==> src/rtl/bank_loader_pkg.sv <==
// Shared constants and state encoding for the 4-bank operand buffer writer and its consumer.
package bank_loader_pkg;

  localparam int unsigned DEPTH  = 36;
  localparam int unsigned BANKS  = 4;
  localparam int unsigned ADDR_W = 6;
  localparam int unsigned BANK_W = 2;

  typedef enum logic [1:0] {
    LOAD      = 2'd0,
    FULL      = 2'd1,
    WAIT_DONE = 2'd2
  } loader_state_t;

endpackage

==> src/rtl/bank_loader_fsm_bank_addr_counter.sv <==
// Bank/word address counter: walks addr 0..DEPTH-1 within a bank, then advances the bank.
module bank_addr_counter
  import bank_loader_pkg::*;
(
  input  logic              clk,
  input  logic              reset,
  input  logic              inc,
  input  logic              clr,
  output logic [ADDR_W-1:0] addr_cnt,
  output logic [BANK_W-1:0] bank_cnt,
  output logic              last
);

  logic [ADDR_W-1:0] addr_q, addr_d;
  logic [BANK_W-1:0] bank_q, bank_d;
  logic              addr_wrap;
  logic              bank_wrap;

  // >= rather than == so an out-of-range count can only ever wrap back to 0
  assign addr_wrap = (addr_q >= ADDR_W'(DEPTH - 1));
  assign bank_wrap = (bank_q >= BANK_W'(BANKS - 1));

  always_comb begin
    addr_d = addr_q;
    bank_d = bank_q;
    if (clr) begin
      addr_d = '0;
      bank_d = '0;
    end else if (inc) begin
      if (addr_wrap) begin
        addr_d = '0;
        bank_d = bank_wrap ? '0 : bank_q + BANK_W'(1);
      end else begin
        addr_d = addr_q + ADDR_W'(1);
      end
    end
  end

  always_ff @(posedge clk) begin
    if (reset) begin
      addr_q <= '0;
      bank_q <= '0;
    end else begin
      addr_q <= addr_d;
      bank_q <= bank_d;
    end
  end

  assign addr_cnt = addr_q;
  assign bank_cnt = bank_q;
  assign last     = (bank_q == BANK_W'(BANKS - 1)) && (addr_q == ADDR_W'(DEPTH - 1));

endmodule

==> src/rtl/bank_loader_fsm.sv <==
// Writer-side loader: fills 4 banks x 36 words from a valid/ready stream, then hands off to the consumer.
// Optional sticky protocol checker enabled by defining LOADER_PROTO_CHECK_EN (adds port load_err).
module bank_loader_fsm
  import bank_loader_pkg::*;
#(
  parameter int unsigned DATA_W = 8
) (
  input  logic              clk,
  input  logic              reset,
  input  logic              in_valid,
  input  logic [DATA_W-1:0] in_data,
  output logic              in_ready,
  output logic              wr_en,
  output logic [BANK_W-1:0] wr_bank,
  output logic [ADDR_W-1:0] wr_addr,
  output logic [DATA_W-1:0] wr_data,
  output logic              data_rdy,
  input  logic              data_done
`ifdef LOADER_PROTO_CHECK_EN
  ,
  output logic              load_err
`endif
);

  loader_state_t     state_q, state_d;
  logic              wr_en_q, wr_en_d;
  logic [BANK_W-1:0] wr_bank_q, wr_bank_d;
  logic [ADDR_W-1:0] wr_addr_q, wr_addr_d;
  logic [DATA_W-1:0] wr_data_q, wr_data_d;
  logic              data_rdy_q, data_rdy_d;

  logic              cnt_inc;
  logic              cnt_clr;
  logic [ADDR_W-1:0] addr_cnt;
  logic [BANK_W-1:0] bank_cnt;
  logic              cnt_last;

  bank_addr_counter u_cnt (
    .clk      (clk),
    .reset    (reset),
    .inc      (cnt_inc),
    .clr      (cnt_clr),
    .addr_cnt (addr_cnt),
    .bank_cnt (bank_cnt),
    .last     (cnt_last)
  );

  // Ready depends on state alone so the stream side never sees a valid->ready loop
  assign in_ready = (state_q == LOAD);

  always_comb begin
    state_d    = state_q;
    cnt_inc    = 1'b0;
    cnt_clr    = 1'b0;
    wr_en_d    = 1'b0;
    wr_bank_d  = wr_bank_q;
    wr_addr_d  = wr_addr_q;
    wr_data_d  = wr_data_q;
    data_rdy_d = 1'b0;
    case (state_q)
      LOAD: begin
        if (in_valid) begin
          cnt_inc   = 1'b1;
          wr_en_d   = 1'b1;
          wr_bank_d = bank_cnt;
          wr_addr_d = addr_cnt;
          wr_data_d = in_data;
          // Pulse lines up with the final write, which lands in the FULL cycle
          if (cnt_last) begin
            state_d    = FULL;
            data_rdy_d = 1'b1;
          end
        end
      end
      FULL: begin
        state_d = WAIT_DONE;
      end
      WAIT_DONE: begin
        if (data_done) begin
          state_d = LOAD;
        end
      end
      default: begin
        state_d = LOAD;
        cnt_clr = 1'b1;
      end
    endcase
  end

  always_ff @(posedge clk) begin
    if (reset) begin
      state_q    <= LOAD;
      wr_en_q    <= 1'b0;
      wr_bank_q  <= '0;
      wr_addr_q  <= '0;
      wr_data_q  <= '0;
      data_rdy_q <= 1'b0;
    end else begin
      state_q    <= state_d;
      wr_en_q    <= wr_en_d;
      wr_bank_q  <= wr_bank_d;
      wr_addr_q  <= wr_addr_d;
      wr_data_q  <= wr_data_d;
      data_rdy_q <= data_rdy_d;
    end
  end

  assign wr_en    = wr_en_q;
  assign wr_bank  = wr_bank_q;
  assign wr_addr  = wr_addr_q;
  assign wr_data  = wr_data_q;
  assign data_rdy = data_rdy_q;

`ifdef LOADER_PROTO_CHECK_EN
  localparam int unsigned STALL_MAX = 4 * DEPTH;
  localparam int unsigned STALL_W   = $clog2(STALL_MAX + 1);

  logic [STALL_W-1:0] stall_cnt_q, stall_cnt_d;
  logic               load_err_q, load_err_d;
  logic               stall_cond;
  logic               err_set;

  // Consumer hang: producer keeps offering words while we are parked past the limit
  always_comb begin
    stall_cond  = in_valid && ((state_q == FULL) || (state_q == WAIT_DONE));
    stall_cnt_d = '0;
    if (stall_cond) begin
      stall_cnt_d = (stall_cnt_q >= STALL_W'(STALL_MAX)) ? stall_cnt_q
                                                         : stall_cnt_q + STALL_W'(1);
    end
    err_set    = (data_done && (state_q != WAIT_DONE)) ||
                 (stall_cond && (stall_cnt_q >= STALL_W'(STALL_MAX)));
    load_err_d = load_err_q | err_set;
  end

  always_ff @(posedge clk) begin
    if (reset) begin
      stall_cnt_q <= '0;
      load_err_q  <= 1'b0;
    end else begin
      stall_cnt_q <= stall_cnt_d;
      load_err_q  <= load_err_d;
    end
  end

  assign load_err = load_err_q;
`endif

endmodule
==> config.mk <==
export PLATFORM = sky130hd
export DESIGN_NAME = bank_loader_fsm
export DESIGN_NICKNAME = d
export VERILOG_FILES = /design/src/rtl/bank_loader_pkg.sv /design/src/rtl/bank_loader_fsm_bank_addr_counter.sv /design/src/rtl/bank_loader_fsm.sv
export SDC_FILE = /design/constraint.sdc
export NUM_CORES = 1
export LEC_CHECK = 0
export ABC_AREA = 1
export BUFFER_PORTS_ARGS = -buffer_cell sky130_fd_sc_hd__buf_2
export CAP_MARGIN = 0
export CORE_UTILIZATION = 50
export CTS_CLUSTER_DIAMETER = 30
export DETAILED_ROUTE_END_ITERATION = 10
export PLACE_DENSITY = 0.75
export SLEW_MARGIN = 20
export SYNTH_ARGS = -nofsm -noshare
export SYNTH_HDL_FRONTEND = slang
export SYNTH_SLANG_ARGS = --single-unit
==> constraint.sdc <==
create_clock -name clk -period 1.6 [get_ports clk]
set_clock_uncertainty 0.15 [all_clocks]
set_input_delay 0.08 -clock clk [delete_from_list [all_inputs] [get_ports clk]]
set_output_delay 0.08 -clock clk [all_outputs]
set_load 0.02 [all_outputs]
* After elaboration in Yosys (flattened, before gate mapping)
Index checks and enable logic that the tools add are counted.
Word-level totals: input port bits 12, word-level logic and storage cells 39, bits in registers 28, output and inout port bits 19
Cells by class: bitwise operators 3, add/sub/neg operators 2, reduce and logical (&&, ||, !) cells 8, order comparisons 2, muxes and demuxes 9, equality and inequality tests 7
Operators with widths (count):
- two-way mux 2 bit | 4
- adder 6 x 1 -> 6 bit, second input constant | 1
- == test 6 bit, second input constant | 1
- greater-or-equal comparator 6 bit, second input constant | 1
- two-way mux 6 bit | 1
- one-hot mux 2 bit (3 select lines) | 1
- OR reduction 3 bit | 2
- == test 2 bit, second input constant | 2
- != test 2 bit, second input constant | 2
- AND reduction 2 bit | 2
- two-way mux 1 bit | 3
- inverter 1 bit | 3
- AND reduction 3 bit | 1
- adder 2 x 1 -> 2 bit, second input constant | 1
- == test 2 x 1 -> 1 bit, second input constant | 1
- greater-or-equal comparator 2 bit, second input constant | 1
- logical NOT 2 bit | 1
- != test 2 x 1 -> 1 bit, second input constant | 1
- OR reduction 2 bit | 1
- logical AND 1 bit | 1

* Depth between registers and ports, before layout
depth in word-level cells 5, depth in mapped cells 7, mapped depth without buffers 7

* Hierarchy
Synthesis repeated with hierarchy kept, for this count alone.
Second synthesis, totals: cells, all modules 179, area total of the unflattened synthesis 1290.0 um^2
Modules (own cells, without submodules):
- bank_loader_fsm | cells an instance 122, instances 1, area an instance 864.6 um^2, seq. area each 400.4 um^2
- bank_addr_counter | cells an instance 57, instances 1, area an instance 425.4 um^2, seq. area each 160.2 um^2

* Least setup slack after synthesis
Ideal clock, no wire load.
kind register -> register, start point register state_q[1], end point register wr_addr_q[2] (netlist: wr_addr[2]), cell stages (with the launch flop) 6, path slack 360 ps, clock period less this slack 1240 ps, arrival time 977 ps, setup time 113 ps, path through dfxtp_1 > nor2_4 > nand2_4 > buf_4 > o21ai_1 > nor2_1
On the way: longest elaborated chain between the ends 2
Ends and longest elaborated chain:
- from (decl) | line bank_loader_fsm.sv:25 | loader_state_t state_q, state_d;
- from (signal assigned) | line bank_loader_fsm.sv:99 | state_q <= state_d;
- logical NOT 2 bit
- named net in_ready | line bank_loader_fsm.sv:12 | output logic in_ready,
- AND reduction 2 bit (no source line)
- to (signal assigned) | line bank_loader_fsm.sv:102 | wr_addr_q <= wr_addr_d;
- to (decl) | line bank_loader_fsm.sv:28 | logic [ADDR_W-1:0] wr_addr_q, wr_addr_d;
The timed path passes the listed nets, and every way through them passes these cells. A chain may end at the register's enable or synchronous reset.

* Worst setup path in the final report
start point register u_cnt.addr_q[0] (netlist: u_cnt.addr_cnt[0]), end point register u_cnt.addr_q[5] (netlist: u_cnt.addr_cnt[5])
On the way: longest elaborated chain between the ends 2
Ends and longest elaborated chain:
- from (decl) | line bank_loader_fsm_bank_addr_counter.sv:14 | logic [ADDR_W-1:0] addr_q, addr_d;
- from (signal assigned) | line bank_loader_fsm_bank_addr_counter.sv:44 | addr_q <= addr_d;
- adder 6 x 1 -> 6 bit or greater-or-equal comparator 6 bit (tied branches) | line bank_loader_fsm_bank_addr_counter.sv:34, bank_loader_fsm_bank_addr_counter.sv:20
- two-way mux 6 bit * | line bank_loader_fsm_bank_addr_counter.sv:30 | if (addr_wrap) begin
Every way passes the cells marked *; elsewhere a longest branch is shown, timed or not.

==> impl_results.md <==
- Status: finished clean
- Synth Register Bits: 28
- CTS H-tree lvls: 1
- Pwr per Cell Area: 947.2 nW/µm²
- Slew @ Worst Pin: 0.2653 ns
- Die Span X: 49.04 µm
- Worst-path fanout max: 4
- Critical path's most frequent cell: nand2_1
- Site Rows: 16
- Final Hold Vio Count: 0
- First-pass GRT wire length: 4485 µm
- CP max stage delay: 0.36 ns
- Gp weighted congestion: 0.7861
- Critical Path RT: 1.71 ns
- Crit path kind: register to register
- Worst-Skew Late Latency: 0.33 ns
- R2r worst-path depth: 6
- Total track usage: 0.2457
- Clk buf depth: 2
- Fillers: 166
- Slowest-stage cell, CP: dfxtp_1
- DRT iter0 DRCs: 37
- Reg2reg setup slack: 0.10 ns
- Pwr Total: 0.001369 W
- DR vias: 1061
- CP Launch Type: register
- Final worst-path cycle share: 0.9350
- HPWL Detailed: 1845 µm
- Critical Path AT: 1.61 ns
- Input/output buffers: 30
- GRT overflow: 0
- Largest net degree at the start of global routing: 20
- Vias in the first global route: 1009
- Worst hold path endpoint: wr_addr[0]
- Synthesized instance count: 139
- Total wire length: 2707 µm
- Fin nets: 198
- Relative slew slack: 0.8227
- Critical path buffer and inverter count: 0
- Mean Syn Cell Area: 7.957 µm²
- Hold path start: wr_addr[0]
- Unrepaired setup endpoints after global routing: no
- Final setup TNS: 0 ns
- DR DRC count: 0
- Hold-critical path depth: 2
- Post-route minimum period: 1.496 ns
- Crit-path cells: ha_1, nor2_1, nand2_1, nand3_2, nand2_1, a21oi_1
- Slew Limit Fails: 0
- Mapped Area: 1106 µm²
- Sink Count: 28
- Worst min-delay path class: register to register
- Io pins: 31
- Die Height: 49.04 µm
- CP top delay family: simple AND/OR/NAND/NOR gates
- Share of cells above drive strength 1: 0.2623
- Maxcap violations: 0
- Worst R2R Start: u_cnt.addr_cnt[0]
- Seq/Total Area, Yosys: 0.5068
- CTS root buffer: clkbuf_4
- Maximum vdd drop: 0.0005862 V
- Initial antenna violation count: 0
- 1st-pass router iterations: 4
- Critical path capture point type: register
- Initial Utilization: 0.5470
- Antenna Cells: 0
- Leak pwr: 0.6792 nW
- DIE AREA: 2404 µm²
- Synth cell types: 23
- Core Region: 2022 µm²
- CTS Buf Count: 3
- Area growth syn-to-layout: 30.66%
- Drt wl/cell: 12.89 µm
- Yosys warns: 0
- Worst-path clk slew: 0.15 ns
- Vias/cell: 5.052
- Syn_nets: 153
- CTS tree: built
- Finish-stage setup viols: 0
- Worst R2R End: u_cnt.addr_cnt[5]
- Detail Route Antenna Nets: 0
- F_max: 668.5 MHz
flip-flops by register name (all words and copies together), names as in the netlist:
signal          cells
wr_addr             6
data_rdy            1
wr_data             8
u_cnt.addr_cnt      6
state_q             2
wr_en               1
u_cnt.bank_cnt      2
wr_bank             2
cell families after synthesis:
logic type               after synthesis  synth area share
AND/OR/NAND/NOR                       71            0.2930
adder cells (fa/ha/maj)                2           0.02262
AO/OA/AOI/OAI                         24            0.1165
flip-flops                            28            0.5068
buffers and inverters                 14           0.06108
worst min-delay path, cell delays in order, from the launching register on:
cell and delay (ns):
dfxtp_1 0.34, nand2_1 0.06, a21oi_1 0.05
layer usage:
metal	up-vias	share of wire	track usage
li1	538	-	-
met1	485	0.41	0.2857
met2	30	0.54	0.4491
met3	8	0.033	0.04050
met4	0	0.023	0.08824
met5	-	0	0
layout by cell type (no fill, tap or decap):
cell type,synthesis,routed
nor2_1,36,36
buf_2,0,30
dfxtp_1,28,28
nand2_1,19,19
dlygate4sd3_1,0,11
a21oi_1,9,9
inv_1,7,7
o21ai_1,7,7
nand3_1,5,5
o21ai_0,5,5
inv_2,3,3
nand4_1,3,3
clkbuf_4,0,3
buf_4,2,3
nand2_2,2,2
nor2_4,2,2
ha_1,2,2
nand2_4,1,1
nand3_2,1,1
a21oi_2,1,1
nand3b_1,1,1
nor3_2,1,1
o21bai_1,1,1
a211oi_1,1,1
bufinv_16,0,1
Yosys cell counts, drive strengths merged:
| cell | instances | area share |
|---|---|---|
| nand3 | 6 | 0.032 |
| o21ai | 12 | 0.054 |
| clkbuf | 1 | 0.0034 |
| nor3 | 1 | 0.0091 |
| nand2 | 22 | 0.086 |
| a211oi | 1 | 0.0068 |
| buf | 3 | 0.024 |
| a21oi | 10 | 0.049 |
| nor2 | 38 | 0.14 |
| dfxtp | 28 | 0.51 |
| o21bai | 1 | 0.0068 |
| nand3b | 1 | 0.0068 |
| nand4 | 3 | 0.017 |
| ha | 2 | 0.023 |
| inv | 10 | 0.034 |
where the power goes:
group	internal, W	total (W)	switching, W
clock	0.000253	0.000458	0.000204
combinational	0.0000705	0.000171	0.000101
sequential	0.000725	0.000740	0.0000147
worst max-delay path by stage:
stage	start	cells past startpoint	endpoint	slack, ns
global placement	state_q[0]	6	wr_addr[5]	0.31
detailed placement	u_cnt.addr_cnt[0]	6	u_cnt.addr_cnt[2]	0.20
finish	u_cnt.addr_cnt[0]	6	u_cnt.addr_cnt[5]	0.10
global route	u_cnt.addr_cnt[0]	6	u_cnt.addr_cnt[2]	0.02
floorplan	state_q[1]	5	wr_addr[2]	0.36
CTS	u_cnt.addr_cnt[0]	6	u_cnt.addr_cnt[2]	0.14
cell type report:
class                   instances  area [µm²]  share of cell area
clock buffers                   3       22.52             0.01558
clock inverters                 1       30.03             0.02078
inverters                      10       37.54             0.02597
multi-input cells              97       478.0              0.3307
flip-flops and latches         28       560.5              0.3879
well taps                      27       33.78             0.02338
repair buffers                 44       282.8              0.1957
through the flow:
stage | setup slack [ns] | area (µm²) | utilization | std cells | hold WS [ns]
2_1_floorplan | 0.3596 | 1106 | - | 139 | -0.0009342
3_3_place_gp | 0.3144 | 1282 | 0.6343 | 195 | 0.1206
3_5_place_dp | 0.1950 | 1282 | 0.6343 | 195 | 0.1504
6_report | 0.1041 | 1445 | 0.7147 | 210 | 0.3307
4_1_cts | 0.1389 | 1445 | 0.7147 | 210 | 0.3293
5_1_grt | 0.01706 | 1445 | 0.7147 | 210 | 0.3371
timing repair:
item                                   CTS  global route
hold buffers                            11             0
buffers inserted                         0             0
endpoints found under the hold margin   17             0
gates resized for setup                  0             0
Note: power is estimated with default switching activity, not from simulation.
